`config.mk`:
```
export PLATFORM = sky130hd
export DESIGN_NAME = plic_claim_arb_flat
export DESIGN_NICKNAME = d
export VERILOG_FILES = /design/src/rtl/plic_claim_arb_pkg.sv /design/src/rtl/plic_claim_arb_if.sv /design/src/rtl/plic_claim_arb_prio_cmp.sv /design/src/rtl/plic_claim_arb.sv /design/src/flat_wrapper.sv
export SDC_FILE = /design/constraint.sdc
export NUM_CORES = 1
export LEC_CHECK = 0
export ABC_AREA = 1
export BUFFER_PORTS_ARGS = -buffer_cell sky130_fd_sc_hd__buf_2
export CAP_MARGIN = 20
export CORE_MARGIN = 5
export CORE_UTILIZATION = 42
export CTS_CLUSTER_SIZE = 8
export DETAILED_ROUTE_END_ITERATION = 7
export PLACE_DENSITY = 0.72
export SKIP_CTS_REPAIR_TIMING = 1
export SLEW_MARGIN = 20
export SYNTH_ARGS = -nofsm -noshare
export SYNTH_HDL_FRONTEND = slang
export SYNTH_SLANG_ARGS = --single-unit
```
`constraint.sdc`:
```
create_clock -name clk_i -period 6.5 [get_ports clk_i]
set_input_delay 1.3 -clock clk_i [delete_from_list [all_inputs] [get_ports clk_i]]
set_output_delay 1.3 -clock clk_i [all_outputs]
set_load 0.02 [all_outputs]
```
`src/rtl/plic_claim_arb_pkg.sv`:
```
// Shared defaults and types for the PLIC claim/complete arbiter.
// Candidate struct widths follow the package defaults.
package plic_pkg;

    localparam int PLIC_IRQ_NUM    = 32;
    localparam int PLIC_PRIO_WIDTH = 3;
    localparam int PLIC_ID_WIDTH   = $clog2(PLIC_IRQ_NUM);

    typedef enum logic {
        ARB_SCAN,
        ARB_LATCH
    } arb_state_e;

    typedef struct packed {
        logic [PLIC_ID_WIDTH-1:0]   id;
        logic [PLIC_PRIO_WIDTH-1:0] prio;
    } plic_cand_t;

endpackage

```
`src/rtl/plic_claim_arb_if.sv`:
```
// Claim/complete access port between the APB register file and the arbiter.
// master = register file side, slave = arbiter side.
interface plic_claim_arb_if
    import plic_pkg::*;
#(
    parameter int IRQ_NUM  = PLIC_IRQ_NUM,
    parameter int ID_WIDTH = $clog2(IRQ_NUM)
);

    logic                claim_i;
    logic                comp_i;
    logic [ID_WIDTH-1:0] comp_id_i;
    logic [ID_WIDTH-1:0] claim_id_o;
    logic [IRQ_NUM-1:0]  ip_clr_o;

    modport master (
        output claim_i, comp_i, comp_id_i,
        input  claim_id_o, ip_clr_o
    );

    modport slave (
        input  claim_i, comp_i, comp_id_i,
        output claim_id_o, ip_clr_o
    );

endinterface

```
`src/rtl/plic_claim_arb_prio_cmp.sv`:
```
// Eligibility check plus strict-greater priority compare of one source
// against the running candidate; ties keep the earlier (lower) ID.
module plic_prio_cmp
    import plic_pkg::*;
(
    input  logic [PLIC_ID_WIDTH-1:0]   idx,
    input  logic                       pend,
    input  logic                       en,
    input  logic                       busy,
    input  logic [PLIC_PRIO_WIDTH-1:0] prio,
    input  plic_cand_t                 cand,
    output plic_cand_t                 cand_nxt
);

    logic elig;

    assign elig = pend & en & ~busy & (prio != '0);

    always_comb begin
        cand_nxt = cand;
        if (elig && (prio > cand.prio)) begin
            cand_nxt.id   = idx;
            cand_nxt.prio = prio;
        end
    end

endmodule

```
`src/rtl/plic_claim_arb.sv`:
```
// PLIC target-context claim/complete arbiter with a one-source-per-cycle sweep.
// Define PLIC_ARB_INSERV_EN to enable the in-service mask and complete writes.
module plic_claim_arb
    import plic_pkg::*;
#(
    parameter int IRQ_NUM    = PLIC_IRQ_NUM,
    parameter int PRIO_WIDTH = PLIC_PRIO_WIDTH,
    parameter int ID_WIDTH   = $clog2(IRQ_NUM)
) (
    input  logic                          clk_i,
    input  logic                          rst_i,
    input  logic [IRQ_NUM-1:0]            ip_i,
    input  logic [IRQ_NUM-1:0]            ie_i,
    input  logic [IRQ_NUM*PRIO_WIDTH-1:0] prio_i,
    input  logic [PRIO_WIDTH-1:0]         thold_i,
    plic_claim_arb_if.slave               bus,
    output logic                          irq_o
);

    localparam logic [ID_WIDTH-1:0] FIRST_ID = ID_WIDTH'(1);
    localparam logic [ID_WIDTH-1:0] LAST_ID  = ID_WIDTH'(IRQ_NUM-1);
    localparam logic [IRQ_NUM-1:0]  ONE_HOT  = {{(IRQ_NUM-1){1'b0}}, 1'b1};

    arb_state_e          state;
    logic [ID_WIDTH-1:0] idx;
    plic_cand_t          cand;
    plic_cand_t          cand_nxt;
    plic_cand_t          res;
    logic [IRQ_NUM-1:0]  inserv;
    logic [IRQ_NUM-1:0]  ip_clr;
    logic [ID_WIDTH-1:0] claim_id;
    logic                claim_hit;

    plic_prio_cmp u_cmp (
        .idx      (idx),
        .pend     (ip_i[idx]),
        .en       (ie_i[idx]),
        .busy     (inserv[idx]),
        .prio     (prio_i[idx*PRIO_WIDTH +: PRIO_WIDTH]),
        .cand     (cand),
        .cand_nxt (cand_nxt)
    );

    // Re-check the latched winner so a source dropped mid-sweep reads as 0.
    assign claim_id = (ip_i[res.id] && ie_i[res.id] && !inserv[res.id])
                    ? res.id : '0;
    assign claim_hit = bus.claim_i && (claim_id != '0);

    assign bus.claim_id_o = claim_id;
    assign bus.ip_clr_o   = ip_clr;

`ifdef PLIC_ARB_INSERV_EN
    logic comp_ok;

    assign comp_ok = bus.comp_i
                  && (bus.comp_id_i != '0)
                  && ({1'b0, bus.comp_id_i} <= (ID_WIDTH+1)'(IRQ_NUM-1))
                  && inserv[bus.comp_id_i];

    // Claim is applied last so a same-ID claim+complete leaves it set.
    always_ff @(posedge clk_i) begin
        if (rst_i) begin
            inserv <= '0;
        end else begin
            if (comp_ok)   inserv[bus.comp_id_i] <= 1'b0;
            if (claim_hit) inserv[claim_id]      <= 1'b1;
        end
    end
`else
    logic comp_unused;

    assign comp_unused = bus.comp_i ^ (^bus.comp_id_i);
    assign inserv      = '0;
`endif

    always_ff @(posedge clk_i) begin
        if (rst_i) begin
            state  <= ARB_SCAN;
            idx    <= FIRST_ID;
            cand   <= '0;
            res    <= '0;
            irq_o  <= 1'b0;
            ip_clr <= '0;
        end else begin
            ip_clr <= '0;
            if (claim_hit) begin
                ip_clr <= ONE_HOT << claim_id;
                res    <= '0;
                irq_o  <= 1'b0;
                cand   <= '0;
                idx    <= FIRST_ID;
                state  <= ARB_SCAN;
            end else begin
                unique case (state)
                    ARB_SCAN: begin
                        cand <= cand_nxt;
                        if (idx == LAST_ID) state <= ARB_LATCH;
                        else                idx   <= idx + 1'b1;
                    end
                    ARB_LATCH: begin
                        res   <= cand;
                        cand  <= '0;
                        idx   <= FIRST_ID;
                        irq_o <= (cand.prio > thold_i);
                        state <= ARB_SCAN;
                    end
                    default: state <= ARB_SCAN;
                endcase
            end
        end
    end

endmodule
```
`src/flat_wrapper.sv`:
```
// flat-port wrapper written by rule: the top's interface ports become plain ports
module plic_claim_arb_flat import plic_pkg::*;
#(
    parameter int IRQ_NUM    = PLIC_IRQ_NUM,
    parameter int PRIO_WIDTH = PLIC_PRIO_WIDTH,
    parameter int ID_WIDTH   = $clog2(IRQ_NUM)
)
  (clk_i, rst_i, ip_i, ie_i, prio_i, thold_i, irq_o, bus_claim_i, bus_comp_i, bus_comp_id_i, bus_claim_id_o, bus_ip_clr_o);
  plic_claim_arb_if #(.IRQ_NUM(IRQ_NUM), .ID_WIDTH(ID_WIDTH)) bus_i ();
  input  logic clk_i;
  input  logic rst_i;
  input  logic [IRQ_NUM-1:0] ip_i;
  input  logic [IRQ_NUM-1:0] ie_i;
  input  logic [IRQ_NUM*PRIO_WIDTH-1:0] prio_i;
  input  logic [PRIO_WIDTH-1:0] thold_i;
  output logic irq_o;
  input wire logic [$bits(bus_i.claim_i)-1:0] bus_claim_i;
  input wire logic [$bits(bus_i.comp_i)-1:0] bus_comp_i;
  input wire logic [$bits(bus_i.comp_id_i)-1:0] bus_comp_id_i;
  output wire logic [$bits(bus_i.claim_id_o)-1:0] bus_claim_id_o;
  output wire logic [$bits(bus_i.ip_clr_o)-1:0] bus_ip_clr_o;
  assign bus_i.claim_i = bus_claim_i;
  assign bus_i.comp_i = bus_comp_i;
  assign bus_i.comp_id_i = bus_comp_id_i;
  assign bus_claim_id_o = bus_i.claim_id_o;
  assign bus_ip_clr_o = bus_i.ip_clr_o;
  plic_claim_arb #(.IRQ_NUM(IRQ_NUM), .PRIO_WIDTH(PRIO_WIDTH), .ID_WIDTH(ID_WIDTH)) u_core (.clk_i(clk_i), .rst_i(rst_i), .ip_i(ip_i), .ie_i(ie_i), .prio_i(prio_i), .thold_i(thold_i), .bus(bus_i), .irq_o(irq_o));
endmodule
```
==> results.json <==
{
  "status": "finished clean",
  "chipHeight_um": 108,
  "port_buffers": 203,
  "p_per_area_nw_per_um2": 164,
  "rsz0062_at_grt": "false",
  "yosysUniqueCellTypes": 32,
  "die_area_um2": 11700,
  "async_flop_share_pct": 0,
  "arrival_ns": 3.02,
  "ir_drop_mv": 0.103,
  "clockRootBuffer": "clkbuf_8",
  "clkSinkCount": 52,
  "fin_crit_ns": 4.32,
  "clock_skew_ns": 0.00632,
  "cts_tree": "built",
  "tightest_slew_ns": 1.04,
  "slew_headroom_pct": 30.5,
  "path_buf_inv": 4,
  "wire_per_inst_um": 13.4,
  "regArea_um2": 1040,
  "grt_pass1_wl_mm": 21.7,
  "synth_edf_count": 0,
  "hold_viol": 0,
  "required_ns": 5.20,
  "path_class": "reg2out",
  "ant_nets": 0,
  "timing.fmax_mhz": 231,
  "vias": 5004,
  "drv_cap": 0,
  "htreeDepth": 2,
  "setup_viol": 0,
  "finalWeightedCongestion": 0.824,
  "clkLatencyLatePin_ns": 0.31,
  "overflow": 0,
  "fin_util_pct": 54.8,
  "dpl.hpwl_mm": 10.2,
  "clkTransAtPathRegs_ns": 0.09,
  "syn-cell-area_um2": 4030,
  "grt_usage_pct": 22.4,
  "drt-total-wl_mm": 13.5,
  "drt-pass1-iter-count": 5,
  "crit_slowest_cell": "dfxtp_1",
  "antenna_found_initial": 2,
  "n_fill_cell": 1051,
  "synth_fp_nets": 883,
  "avgSynthCellArea_um2": 5.74,
  "clockBufferDepth": 2,
  "syn-instance-count": 703,
  "tns_ns": 0,
  "ys_warn_count": 0,
  "core_area_um2": 9280,
  "yosys-top-cells-area": "dfxtp_1 (26%), nand2_1 (17%), nand3_1 (13%), nor2_1 (11%), o21ai_0 (6.8%)",
  "critical-path-top-delay-family": "flip-flops",
  "remaining_drc_errors": 0,
  "io_pins": 210,
  "synth_top_area_share_pct": 25.8,
  "period_share_pct": 66.5,
  "drv_slew": 0,
  "synth_top_area_cell": "dfxtp_1",
  "crit_fanout": 29,
  "start_kind": "flop",
  "multiInputGateArea_um2": 2460,
  "cpPeakStageDelay_ns": 1.02,
  "first_iter_violations": 363,
  "fp.dieW_um": 108,
  "final_nets": 1055,
  "crit_chain": "inv_2 > a21oi_1 > nand2_1 > nand3_1 > nand3_1 > nand3_1 > nand2_1 > inv_1 > nand2_1 > inv_1 > buf_2",
  "viasPerCell": 4.97,
  "ys.flop_type": "dfxtp_1",
  "min_path_type": "reg2reg",
  "cts_made_buffers": 5,
  "initial_core_util_pct": 43.4,
  "syn2layout_area_growth_pct": 26.1,
  "drive_gt1_share_pct": 26.6,
  "yosysSeqAreaShare_pct": 25.8,
  "grt_pass1_vias": 4707,
  "crit_path_end_kind": "primary output",
  "synth.ff_latch_count": 52,
  "leakagePower_nw": 2.76,
  "rows": 35,
  "grt_max_degree": 70
}
[metal layers]
layer	global-route usage (%)	routed length, um	part of all wire, %	vias to the layer above
met5	0	12	0.089	-
met4	6.40	290	2.1	2
met3	5.07	1140	8.4	26
met2	38.2	6360	47	189
met1	28.4	5690	42	2201
li1	-	-	-	2586
[stage by stage]
step                      instances  setup WS, ns  area [um^2]  hold slack [ns]  power [mW]
after floorplan                 703          2.93         4030            0.495       0.555
after CTS                      1005          2.19         5080            0.524       0.837
after global placement          997          2.56         4990            0.488       0.644
final                          1006          2.18         5090            0.516       0.834
after global routing           1006          1.85         5090            0.569       0.897
after detailed placement        997          2.56         4990            0.500       0.647
[synth_stat cells, types with 3 or more instances]
library cell  number
clkbuf_1           8
inv_2              4
nor2_2             4
ha_1               8
nand3_1          104
dfxtp_1           52
nand2_1          181
buf_2             17
inv_1             73
buf_1              3
a21oi_1           22
buf_6              6
o21ai_1            6
buf_4              7
o211ai_1           5
nor2_1           119
o21ai_0           55
nand4_1           10
[path summary, 6_finish.rpt]
check           startpoint           endpoint  slack, ns  depth (start not counted)
min           u_core.irq_o       u_core.irq_o       0.52                          2
max          u_core.res[3]  bus_claim_id_o[0]       2.18                         11
max reg2reg  u_core.idx[0]     u_core.cand[0]       3.27                         22
min reg2reg   u_core.irq_o       u_core.irq_o       0.52                          2
[area by class of cell]
| type | instances | share of cell area, % |
|---|---|---|
| clock buffers | 5 | 1.35 |
| multi-input cells | 533 | 48.3 |
| repair buffers | 206 | 20.4 |
| clock inverters | 3 | 0.541 |
| well taps | 129 | 3.17 |
| inverters | 77 | 5.68 |
| flip-flops and latches | 52 | 20.5 |
| diodes | 1 | 0.0492 |
[report_power, final]
| part | switching, mW | internal (mW) |
|---|---|---|
| clock network | 0.115 | 0.0792 |
| registers | 0.0111 | 0.330 |
| logic | 0.178 | 0.122 |
| total | 0.303 | 0.531 |
[worst register-to-register path: stages (launching register included)]
cell and delay [ns]:
dfxtp_2 0.34, inv_2 0.22, buf_4 0.46, nand2_1 0.11, nand2_1 0.07, nand2_1 0.04
o21ai_0 0.12, a21oi_1 0.11, nand2_1 0.10, nand2_1 0.11, inv_1 0.10, ha_1 0.17
nand2_1 0.06, nor2_1 0.08, a211oi_1 0.05, a31oi_1 0.23, nand2_1 0.13, nor2_4 0.26
nand2_4 0.13, nand3_1 0.08, nand2_1 0.07, inv_1 0.05, nor2_1 0.03
[registers in the layout (all words and copies together), names as in the netlist]
| signal | flops |
|---|---|
| u_core.bus.ip_clr_o | 32 |
| u_core.cand | 8 |
| u_core.idx | 5 |
| u_core.irq_o | 1 |
| u_core.res | 5 |
| u_core.state | 1 |
[cell usage in the layout, fill, tap and decap left out]
master | Yosys | routed
a21oi_1 | 22 | 22
buf_4 | 7 | 3
inv_1 | 73 | 73
nor2_4 | 2 | 2
dfxtp_2 | 0 | 1
inv_8 | 0 | 1
nor2_1 | 119 | 119
o211ai_1 | 5 | 5
nor3_1 | 1 | 1
o31ai_1 | 1 | 1
clkbuf_8 | 0 | 5
nand3_4 | 1 | 1
a31oi_1 | 1 | 1
nor2_2 | 4 | 4
or2_1 | 1 | 1
nand3_2 | 2 | 2
clkinv_4 | 0 | 1
a211oi_1 | 2 | 2
dfxtp_1 | 52 | 51
nand2_4 | 2 | 2
inv_2 | 4 | 4
ha_1 | 8 | 8
nand2_1 | 181 | 181
o21ai_0 | 55 | 55
a311oi_1 | 1 | 1
a41oi_1 | 1 | 1
o21ai_1 | 6 | 6
nand4_1 | 10 | 10
nand3_1 | 104 | 104
nand4_2 | 1 | 1
diode_2 | 0 | 1
buf_2 | 17 | 203
clkinvlp_4 | 0 | 1
conb_1 | 1 | 1
nand2_2 | 2 | 2
[cell families after synthesis]
family	synth area share, %
flip-flops	25.8
buffers and inverters	13.3
adder cells (fa/ha/maj)	2.48
AO/OA/AOI/OAI	12.4
other	0.0930
AND/OR/NAND/NOR	46.0
Power figures use the tool's default switching activity.
